$ cat src/rtl/yapp_pkt_tx.sv
// YAPP packet transmitter: buffers a requested payload, then sends header, payload and parity.
// Optional feature macro YAPP_TX_BAD_PARITY_EN adds a per-packet inverted-parity request input.
module yapp_pkt_tx #(
  parameter int MAX_LEN    = 63,
  parameter int GAP_CYCLES = 1
) (
  input  logic       clock,
  input  logic       reset,
  input  logic       req_valid,
  input  logic [1:0] req_addr,
  input  logic [5:0] req_len,
  output logic       req_ready,
  input  logic [7:0] pl_data,
  input  logic       pl_valid,
  output logic       pl_ready,
  output logic [7:0] in_data,
  output logic       in_data_vld,
  input  logic       in_suspend,
  output logic       busy,
  output logic       pkt_done,
  output logic       len_err
`ifdef YAPP_TX_BAD_PARITY_EN
  ,
  input  logic       bad_parity
`endif
);

  localparam int GW = (GAP_CYCLES > 1) ? $clog2(GAP_CYCLES) : 1;

  typedef enum logic [2:0] {
    IDLE = 3'd0,
    FILL = 3'd1,
    HDR  = 3'd2,
    DATA = 3'd3,
    PAR  = 3'd4,
    GAP  = 3'd5
  } state_t;

  state_t        state_q, state_d;
  logic [5:0]    idx_q, idx_d;
  logic [5:0]    len_q, len_d;
  logic [1:0]    addr_q, addr_d;
  logic [7:0]    parity_q, parity_d;
  logic [7:0]    in_data_q, in_data_d;
  logic          in_data_vld_q, in_data_vld_d;
  logic          len_err_q, len_err_d;
  logic          bad_q, bad_d;
  logic [GW-1:0] gap_q, gap_d;
  logic          buf_we_s;
  logic          req_ok_s;
  logic          bad_req_s;
  logic [7:0]    buf_q [MAX_LEN];

  function automatic logic [7:0] par_out(input logic [7:0] p, input logic inv);
    return inv ? ~p : p;
  endfunction

`ifdef YAPP_TX_BAD_PARITY_EN
  assign bad_req_s = bad_parity;
`else
  assign bad_req_s = 1'b0;
`endif

  assign req_ok_s = (req_len != 6'd0) && (req_len <= 6'(MAX_LEN));

  // Next-state logic; output bytes are computed from the next state so they leave a flop.
  always_comb begin
    state_d   = state_q;
    idx_d     = idx_q;
    len_d     = len_q;
    addr_d    = addr_q;
    parity_d  = parity_q;
    bad_d     = bad_q;
    gap_d     = gap_q;
    len_err_d = 1'b0;
    buf_we_s  = 1'b0;
    case (state_q)
      IDLE: begin
        if (req_valid && req_ok_s) begin
          len_d    = req_len;
          addr_d   = req_addr;
          parity_d = {req_len, req_addr};
          bad_d    = bad_req_s;
          idx_d    = 6'd0;
          state_d  = FILL;
        end else begin
          len_err_d = req_valid;
        end
      end
      FILL: begin
        if (pl_valid) begin
          buf_we_s = 1'b1;
          parity_d = parity_q ^ pl_data;
          idx_d    = idx_q + 6'd1;
          state_d  = (idx_q == len_q - 6'd1) ? HDR : FILL;
        end else begin
          state_d = FILL;
        end
      end
      HDR: begin
        if (!in_suspend) begin
          idx_d   = 6'd0;
          state_d = DATA;
        end else begin
          state_d = HDR;
        end
      end
      DATA: begin
        if (!in_suspend) begin
          if (idx_q == len_q - 6'd1) begin
            state_d = PAR;
          end else begin
            idx_d = idx_q + 6'd1;
          end
        end else begin
          state_d = DATA;
        end
      end
      PAR: begin
        if (!in_suspend) begin
          gap_d   = '0;
          state_d = GAP;
        end else begin
          state_d = PAR;
        end
      end
      GAP: begin
        if (gap_q == GW'(GAP_CYCLES - 1)) begin
          state_d = IDLE;
        end else begin
          gap_d = gap_q + GW'(1);
        end
      end
      default: state_d = IDLE;
    endcase

    in_data_d     = 8'h00;
    in_data_vld_d = 1'b0;
    case (state_d)
      HDR: begin
        in_data_d     = {len_d, addr_d};
        in_data_vld_d = 1'b1;
      end
      DATA: begin
        in_data_d     = buf_q[idx_d];
        in_data_vld_d = 1'b1;
      end
      PAR: begin
        in_data_d     = par_out(parity_d, bad_d);
        in_data_vld_d = 1'b1;
      end
      default: begin
        in_data_d     = 8'h00;
        in_data_vld_d = 1'b0;
      end
    endcase
  end

  // Control and output registers with synchronous active-low reset.
  always_ff @(posedge clock) begin
    if (!reset) begin
      state_q       <= IDLE;
      idx_q         <= 6'd0;
      len_q         <= 6'd0;
      addr_q        <= 2'd0;
      parity_q      <= 8'h00;
      bad_q         <= 1'b0;
      gap_q         <= '0;
      len_err_q     <= 1'b0;
      in_data_q     <= 8'h00;
      in_data_vld_q <= 1'b0;
    end else begin
      state_q       <= state_d;
      idx_q         <= idx_d;
      len_q         <= len_d;
      addr_q        <= addr_d;
      parity_q      <= parity_d;
      bad_q         <= bad_d;
      gap_q         <= gap_d;
      len_err_q     <= len_err_d;
      in_data_q     <= in_data_d;
      in_data_vld_q <= in_data_vld_d;
    end
  end

  // Payload store; entries are always written before they are read, so no reset.
  always_ff @(posedge clock) begin
    if (buf_we_s) begin
      buf_q[idx_q] <= pl_data;
    end
  end

  assign in_data     = in_data_q;
  assign in_data_vld = in_data_vld_q;
  assign len_err     = len_err_q;
  assign req_ready   = (state_q == IDLE);
  assign pl_ready    = (state_q == FILL);
  assign busy        = (state_q != IDLE);
  // The parity transfer is decided by this cycle's suspend, so the pulse cannot be registered.
  assign pkt_done    = (state_q == PAR) && !in_suspend;

endmodule

$ cat config.mk
export PLATFORM = sky130hd
export DESIGN_NAME = yapp_pkt_tx
export DESIGN_NICKNAME = d
export VERILOG_FILES = /design/src/rtl/yapp_pkt_tx.sv
export SDC_FILE = /design/constraint.sdc
export NUM_CORES = 1
export LEC_CHECK = 0
export ABC_AREA = 1
export BUFFER_PORTS_ARGS = -buffer_cell sky130_fd_sc_hd__buf_2
export CAP_MARGIN = 5
export CORE_MARGIN = 5
export CORE_UTILIZATION = 55
export DETAILED_ROUTE_END_ITERATION = 16
export HOLD_SLACK_MARGIN = 0.02
export PLACE_DENSITY = 0.77
export SYNTH_ARGS = -nofsm -noshare
export SYNTH_HDL_FRONTEND = slang
export SYNTH_SLANG_ARGS = --single-unit
$ cat constraint.sdc
create_clock -name clock -period 2.9 [get_ports clock]
set_input_delay 0 -clock clock [delete_from_list [all_inputs] [get_ports clock]]
set_output_delay 0 -clock clock [all_outputs]
set_load 0.02 [all_outputs]
* After elaboration in Yosys (flattened, before gate mapping)
Memory sizes are Yosys's and may differ from the RTL's. Cells that the tools add are included. Widths: inputs -> output; s select.
Operators by class: reduce and logical (&&, ||, !) cells 11, $add $sub $neg 3, bitwise gates (word level) 4, equality and inequality tests 10, mux-type cells 34, order comparisons 1
Operators by type and width (count):
- $mux 6 | 7
- $mux 8 | 3
- $pmux 6 s4 | 1
- $pmux 8 s3 | 1
- $pmux 3 s6 | 1
- $pmux 8 s2 | 1
- $eq 3x2->1 const B | 4
- $mux 3 | 4
- $mux 1 | 11
- $eq 3x3->1 const B | 3
- $mux 2 | 4
- $not 8->8 | 1
- $xor 8x8->8 | 1
- $add 6x1->6 const B | 1
- $eq 6x6->1 | 1
- $le 6x6->1 const B | 1
- $reduce_bool 6->1 | 1
- $reduce_or 3->1 | 2
- $sub 6x1->6 const B | 1
- $eq 3x1->1 const B | 1
- $logic_and 1x1->1 | 3
- $logic_not 3->1 | 1
- $reduce_bool 3->1 | 1
- $ne 2x2->1 const B | 1
- 6 further kinds | 7
Storage, ports and cells: flip-flop bits (word level) 37, memories 1, output and inout bits 14, word-level logic and storage cells 74, bits of input ports 21, RAM bits 504
Memory list:
- buf_q | depth 63, width 8, rd ports 1, clocked after memory_dff 0, write ports 1, RTL line 52 | logic [7:0] buf_q [MAX_LEN];

* Longest topological paths before layout
Gate-level depths: netlist of the first run.
depth in word-level cells 8, gate-level depth with buffers 24, mapped depth without buffers 23

* Least setup slack after synthesis of the first run
No wires, ideal clock.
path kind register -> register, from register state_q[2], to register in_data_q[0] (netlist: in_data[0]), path slack 0.152 ns, clock period less this slack 2.748 ns, path buffers 1, cell stages (with the launch flop) 13, arrival 2.607 ns, setup time 0.141 ns, data required time 2.759 ns, path through dfxtp_1 > buf_6 > nor3_1 > inv_1 > nor2_1 > inv_1 > nand2_1 > inv_1 > xor2_1 > nand2_1 > o21ai_0 > inv_1 > a21oi_1
On the way: longest elaborated chain between the ends 5, elaborated cells on any way between the ends 22, classes of those cells eq/ne: 8; mux: 11; bitwise: 1; reduce/logical: 1; memory: 1
RTL lines:
- start: declaration | RTL line 39 | state_t state_q, state_d;
- start signal: assignment | RTL line 173 | state_q <= state_d;
- $logic_not 3->1 *
- named net req_ready | RTL line 12 | output logic req_ready,
- parallel branches: the longest is 3 deep, another holds $mem_v2 63x8
- $pmux 8 s3 * | RTL line 139 | case (state_d)
- end signal: assignment | RTL line 181 | in_data_q <= in_data_d;
- end: declaration | RTL line 44 | logic [7:0] in_data_q, in_data_d;
Mark *: on every way through the listed nets, which the timed path passes. A chain may end at the register's enable or synchronous reset.

* Worst setup path in the final report of the first run
from register len_q[0], to register in_data_q[3] (netlist: in_data[3])
On the way: longest elaborated chain between the ends 7, elaborated cells on any way between the ends 15, classes of those cells add/sub: 1; eq/ne: 4; mux: 9; memory: 1
RTL lines:
- start: declaration | RTL line 41 | logic [5:0] len_q, len_d;
- start signal: assignment | RTL line 175 | len_q <= len_d;
- $sub 6x1->6 * | RTL line 95, 110
- $eq 6x6->1 * | RTL line 95, 110
- $mux 6, or another cell as far along | RTL line 110 | if (idx_q == len_q - 6'd1) begin
- $mux 6, or another cell as far along | RTL line 109 | if (!in_suspend) begin
- $pmux 6 s4 or $pmux 3 s6 (tied branches) | RTL line 77 | case (state_q)
- $mem_v2 63x8, or another cell as far along
- $pmux 8 s3 * | RTL line 139
Every way passes the cells marked *; elsewhere a longest branch is shown, timed or not.

==> flow_summary.ini, run 1 <==
[routing]
drt-vias-per-instance = 6.32
firstDrtPassIters = 6
wire_per_inst_um = 24.5
drtIter0Drc = 2422
drcViolationCount = 0
routed_wl_um = 70200
num_vias = 18060
ant_nets = 0

[worst_setup_path]
cp.arrival_ps = 3560
cp-endpoint = in_data[3]
cp_slowest_cell = dfxtp_2
critical_path.top_delay_family = simple AND/OR/NAND/NOR gates
rr_startpoint = len_q[0]
worstSetupPathType = reg2reg
max_stage_delay_ps = 340
required_ps = 3420
path_cells = inv_2, ha_4, inv_1, nand2_1, nand2_1, nor2_1, nand2_1, nor2_1, nand3_2, nand2_2, nand3_2, nand3_4, buf_6, buf_12, buf_12, nand3_1, nand3_1, nand3_1, nand3_2, nand3_4, nand3_2, nand3_1, a21oi_2
startpoint = len_q[0]
r2r_setup_slack_ps = -130
crit_buf_inv = 5
crit_path_start_kind = register
cp_num_cells = 23
worstPathMaxFanout = 7
cp-end-kind = register
worst_r2r_endpoint = in_data[3]
reg2regPathDepth = 23

[sta]
skew_ps = 22.3
rsz0062_at_grt = yes
setup_violations = 8
hold_viol = 0
layout_setup_ws_ps = -133
drv_slew = 0
maxSlewHeadroom_pct = 41.0
period_needed_ps = 3030
worst_hold_slack_ps = 51.1
worstMarginPinSlew_ps = 882
period_share_pct = 105
max_freq_mhz = 330
final.setup.tns_ps = -707

[floorplan]
io_pins = 35
initial_core_util_pct = 55.4
fp.coreArea_um2 = 41900
rows = 75
die_x_um = 215
dieHeight_um = 215
dieArea_um2 = 46400

[yosys]
synth_nets = 2149
netlist_top_cells_area = edfxtp_1, nand3_1, nand2_1
ys_types = 36
ys_seq_area_share_pct = 68.4
synthArstFlopShare_pct = 0
netlist_area_um2 = 23200
yosysMostFrequentCell = nand3_1
synthSimpleGateAreaFrac_pct = 24.7
syn_area_per_cell_um2 = 10.9
synth_top_family_by_area = simple AND/OR/NAND/NOR gates
netlist_instances = 2126
ys.flop_type = edfxtp_1
synthMuxAreaShare_pct = 0
yosys_warnings = 0
synth-seq-cells = 540
synth_common_cells = nand3_1, edfxtp_1, nand2_1, nor2_1, inv_1
synth_top_area_share_pct = 65.3
post-synth-top-area-cell = edfxtp_1
synth_compound_area_share_pct = 1.90
synthAdderAreaFrac_pct = 0.108
synth_edf_count = 504
synth-xor-area-share_pct = 0.302

[power_and_ir_drop]
vdd_ir_drop_max_uv = 621
p_per_area_nw_per_um2 = 587
power_mw = 16.7
leakage_nw = 10.6

[clock_tree]
clock_latency_ps = 600
htreeDepth = 2
cts_tree = built
clockBufferDepth = 3
cts_inserted_buffers = 52
clock-sinks = 540
cts_root_buf = clkbuf_16
path_clk_slew_ps = 60

[worst_hold_path]
hold_path.class = in2reg

[cells_and_area]
nets = 2307
fillers = 2805
seq_area_um2 = 15900
final_area_um2 = 28500
layout-drive-gt1-share_pct = 20.8
multi_input_area_um2 = 7160
areaGrowthSynthToFinish_pct = 22.7

[grt]
grt_max_degree = 77
grt_pass1_wl_um = 105000
grt_usage_pct = 29.6
antenna_found_initial = 1
grt_pass1_vias = 17589
overflow = 0

[placed_design]
portBuffers = 34
gp_congestion = 0.920
placed_area_um2 = 24900
dp_hpwl_um = 41100

[run]
drv_cap = 0

[run_status]
status = finished, violations left
violations = setup timing
-- power breakdown --
group	internal (mW)	switching [mW]	total, mW
Sequential	8.53	0.0143	8.55
Clock	3.85	2.84	6.69
Combinational	0.556	0.908	1.46
-- area by class of cell --
class                      instances  area share, %
inverter                         101           1.35
sequential                       540           55.7
tap                              539           2.37
clock inverter                    28           1.01
clock buffer                      61           4.77
multi-input combinational       1348           25.2
timing repair buffer             241           9.59
antenna                            1        0.00880
-- routing by layer --
layer	vias up	track usage, %	part of all wire, %
met5	-	0	0
met4	0	16.2	6.7
met3	275	6.36	12
met2	1300	47.9	47
met1	8610	37.6	35
li1	7875	-	-
-- worst min path at each step --
| stage | from | end | slack [ps] | cells past startpoint |
|---|---|---|---|---|
| 2_1_floorplan | in_suspend | pkt_done | 90 | 1 |
| 3_3_place_gp | req_valid | len_err | 240 | 3 |
| 3_5_place_dp | req_valid | len_err | 240 | 3 |
| 4_1_cts | pl_data[7] | parity_q[7] | 40 | 6 |
| 5_1_grt | pl_valid | parity_q[1] | 110 | 6 |
| 6_report | pl_data[7] | parity_q[7] | 50 | 6 |
-- worst reg2reg max path, delay by kind of cell, from the launching register on --
family,cells,cell delay [ps]
buffers and inverters,5,520
AO/OA/AOI/OAI,1,150
flip-flops,1,340
adder cells (fa/ha/maj),1,260
AND/OR/NAND/NOR,16,1710
-- state kept, by name, indices dropped and copies added (netlist names) --
| name | flops |
|---|---|
| parity_q | 8 |
| addr_q | 2 |
| state_q | 3 |
| len_q | 6 |
| bad_q | 1 |
| len_err | 1 |
| in_data | 8 |
| idx_q | 6 |
| buf_q | 504 |
| in_data_vld | 1 |
-- what timing repair did --
action / 4_1_cts / 5_1_grt
gates resized for setup: 177 / 60
pin swaps: 52 / 33
setup buffers: 19 / 1
hold buffers: 18 / 0
setup endpoints to repair: 8 / 8
hold endpoints to repair: 53 / 0
gates cloned: 16 / 3
-- per-stage QoR --
stage	instances	worst slack (ps)	util (%)
floorplan	2126	152	-
global placement	2713	-291	59.4
detailed placement	2713	-281	59.4
CTS	2855	-47.9	67.2
global route	2858	-327	68.0
finish	2859	-133	68.0
-- layout by cell type (no fill, tap or decap), types with 5 or more instances in the layout --
cell             n
nand4_1          6
a21oi_2          5
clkinv_1        10
buf_8            5
buf_16          16
buf_4          115
nor2_1         106
nand2_1        405
nor3_1           5
buf_2           34
nand3_1        552
clkinv_2         9
o21ai_1          8
o21ai_0         28
a21oi_1         28
nand3_4         10
inv_2           11
inv_1           89
clkbuf_1         8
xor2_1           8
nand2_2         11
bufinv_16        6
clkbuf_16       56
nand3_2        133
buf_12          34
dlygate4sd3_1   18
dfxtp_1         34
buf_6           13
nand3b_1        17
edfxtp_1       504
-- kinds of logic after synthesis --
logic type / Yosys count
compound gates: 81
xor+xnor: 8
fa+ha+maj: 2
buf+inv: 239
flops: 540
simple gates: 1256
No activity file was read; power rests on OpenSTA's default activity.
==> inputs of run 2 (changes only) <==
--- a/config.mk
+++ b/config.mk
@@ -8,11 +8,13 @@
 export ABC_AREA = 1
 export BUFFER_PORTS_ARGS = -buffer_cell sky130_fd_sc_hd__buf_2
 export CAP_MARGIN = 5
+export CORE_ASPECT_RATIO = 1.2
 export CORE_MARGIN = 5
 export CORE_UTILIZATION = 55
 export DETAILED_ROUTE_END_ITERATION = 16
 export HOLD_SLACK_MARGIN = 0.02
 export PLACE_DENSITY = 0.77
+export SLEW_MARGIN = 20
 export SYNTH_ARGS = -nofsm -noshare
 export SYNTH_HDL_FRONTEND = slang
 export SYNTH_SLANG_ARGS = --single-unit
==> run 2 against run 1 <==
Against the previous run: the run still ends with setup timing left; via count increased by 4.1%; final cell count up 1.9%; global-route usage rose by 0.38 points; non-clock buffer count up 41; utilization up 2.5 points; sequential cell count unchanged; critical path type unchanged; critical endpoint is now in_data[7].
==> flow_summary.ini, run 2 (same netlist as run 1, synthesis figures left out) <==
[run_status]
status = finished, violations left
violations = setup timing

[worst_setup_path]
worstSetupPathType = reg2reg
crit_path_start_kind = register
cp.arrival_ps = 3570
max_stage_delay_ps = 330
reg2regPathDepth = 24
worstPathMaxFanout = 7
cp_slowest_cell = dfxtp_2
crit_buf_inv = 6
critical_path.top_delay_family = simple AND/OR/NAND/NOR gates
r2r_setup_slack_ps = -120
path_cells = inv_2, ha_4, inv_2, nand2_1, nand2_1, nor2_1, nand2_1, nor2_2, nand3_2, nand2_2, nand3_2, nand3_4, buf_12, buf_12, buf_12, clkbuf_16, nand3_1, nand3_1, nand3_1, nand3_2, nand3_4, nand3_2, nand3_1, a21oi_1
worst_r2r_endpoint = in_data[7]
required_ps = 3450
cp-end-kind = register
rr_startpoint = len_q[0]

[worst_hold_path]
hold_end = buf_q[50][2]
min-delay-start = pl_data[2]
min_delay_path_depth = 2
hold_path.class = in2reg

[placed_design]
dp_hpwl_um = 42900
portBuffers = 34
gp_congestion = 0.981
pre_cts_ws_ps = -318
dp.cells = 2726
placed_area_um2 = 25000

[sta]
rsz0062_at_grt = yes
worst_hold_slack_ps = 89.0
drv_slew = 0
period_share_pct = 104
final.setup.tns_ps = -431
skew_ps = 25.8
max_freq_mhz = 331
hold_viol = 0
layout_setup_ws_ps = -119
worstMarginPinSlew_ps = 901
period_needed_ps = 3020
setup_violations = 7
maxSlewHeadroom_pct = 39.7

[floorplan]
fp.coreArea_um2 = 41800
die_x_um = 197
dieArea_um2 = 46400
rows = 82
io_pins = 35
dieHeight_um = 235
initial_core_util_pct = 55.5

[cells_and_area]
nets = 2348
final_common_cell = nand3_1
seq_area_um2 = 15900
final_cell_mix = nand3_1, edfxtp_1, nand2_1, nand3_2, buf_4
largest_register = buf_q
fillers = 2600
layout-drive-gt1-share_pct = 23.9
multi_input_area_um2 = 7460
largest_reg_flops = 504
final_area_um2 = 29400
areaGrowthSynthToFinish_pct = 26.8
final_cells = 2913

[routing]
drcViolationCount = 0
firstDrtPassIters = 8
drtIter0Drc = 2699
wire_per_inst_um = 26.0
routed_wl_um = 75700
drt-vias-per-instance = 6.45
num_vias = 18795
wl_met2_um = 35900
dr_wl_met3_um = 8430
wl_met1_um = 24500
top_layer = met4
ant_nets = 0

[grt]
grt_usage_pct = 30.0
grt_max_degree = 64
overflow = 0
grt_pass1_vias = 17588
antenna_found_initial = 2
grt_pass1_wl_um = 106000

[clock_tree]
cts_inserted_buffers = 51
htreeDepth = 2
cts_tree = built
clock_latency_ps = 620
clockBufferDepth = 3
cts_root_buf = clkbuf_16
clock-sinks = 540
path_clk_slew_ps = 60

[power_and_ir_drop]
p_per_area_nw_per_um2 = 569
vdd_ir_drop_max_uv = 812
leakage_nw = 11.0

[run]
drv_cap = 0
==> run 2: layer usage <==
layer,vias to the layer above,track usage (%)
li1,7976,-
met1,8956,37.1
met2,1473,48.1
met3,390,5.44
met4,0,19.9
met5,-,0
==> run 2: timing repair <==
action	CTS	global route
endpoints found under the hold margin	95	0
gates cloned	15	13
hold buffers	22	0
setup endpoints to repair	8	50
pin swaps	37	84
gates resized for setup	124	185
setup buffers	20	26
==> run 2: cell type report <==
| cell class | count | share of cell area [%] |
|---|---|---|
| sequential | 540 | 53.9 |
| timing repair buffer | 282 | 11.4 |
| antenna | 1 | 0.00851 |
| multi-input combinational | 1349 | 25.4 |
| tap | 546 | 2.32 |
| clock buffer | 63 | 4.73 |
| clock inverter | 31 | 0.906 |
| inverter | 101 | 1.36 |
==> run 2: per-stage QoR <==
step | total power [mW] | utilization [%]
6_report | 16.7 | 70.4
5_1_grt | 17.2 | 70.4
4_1_cts | 16.5 | 67.2
3_5_place_dp | 9.77 | 60.0
3_3_place_gp | 9.74 | 60.0
2_1_floorplan | 9.30 | -
==> run 2: worst max path at each step <==
stage,start,endpoint,slack (ps),depth (start not counted)
5_1_grt,len_q[0],in_data[5],-290,25
2_1_floorplan,state_q[2],in_data[0],150,12
4_1_cts,len_q[0],in_data[5],-70,23
3_3_place_gp,len_q[0],in_data[3],-360,24
3_5_place_dp,len_q[0],in_data[3],-320,24
6_report,len_q[0],in_data[7],-120,24
==> run 2: report_power, final <==
part / switching (mW) / leakage (nW) / internal, mW
Sequential: 0.0165 / 4.82 / 8.53
Combinational: 0.925 / 5.33 / 0.574
Clock: 2.94 / 0.819 / 3.76
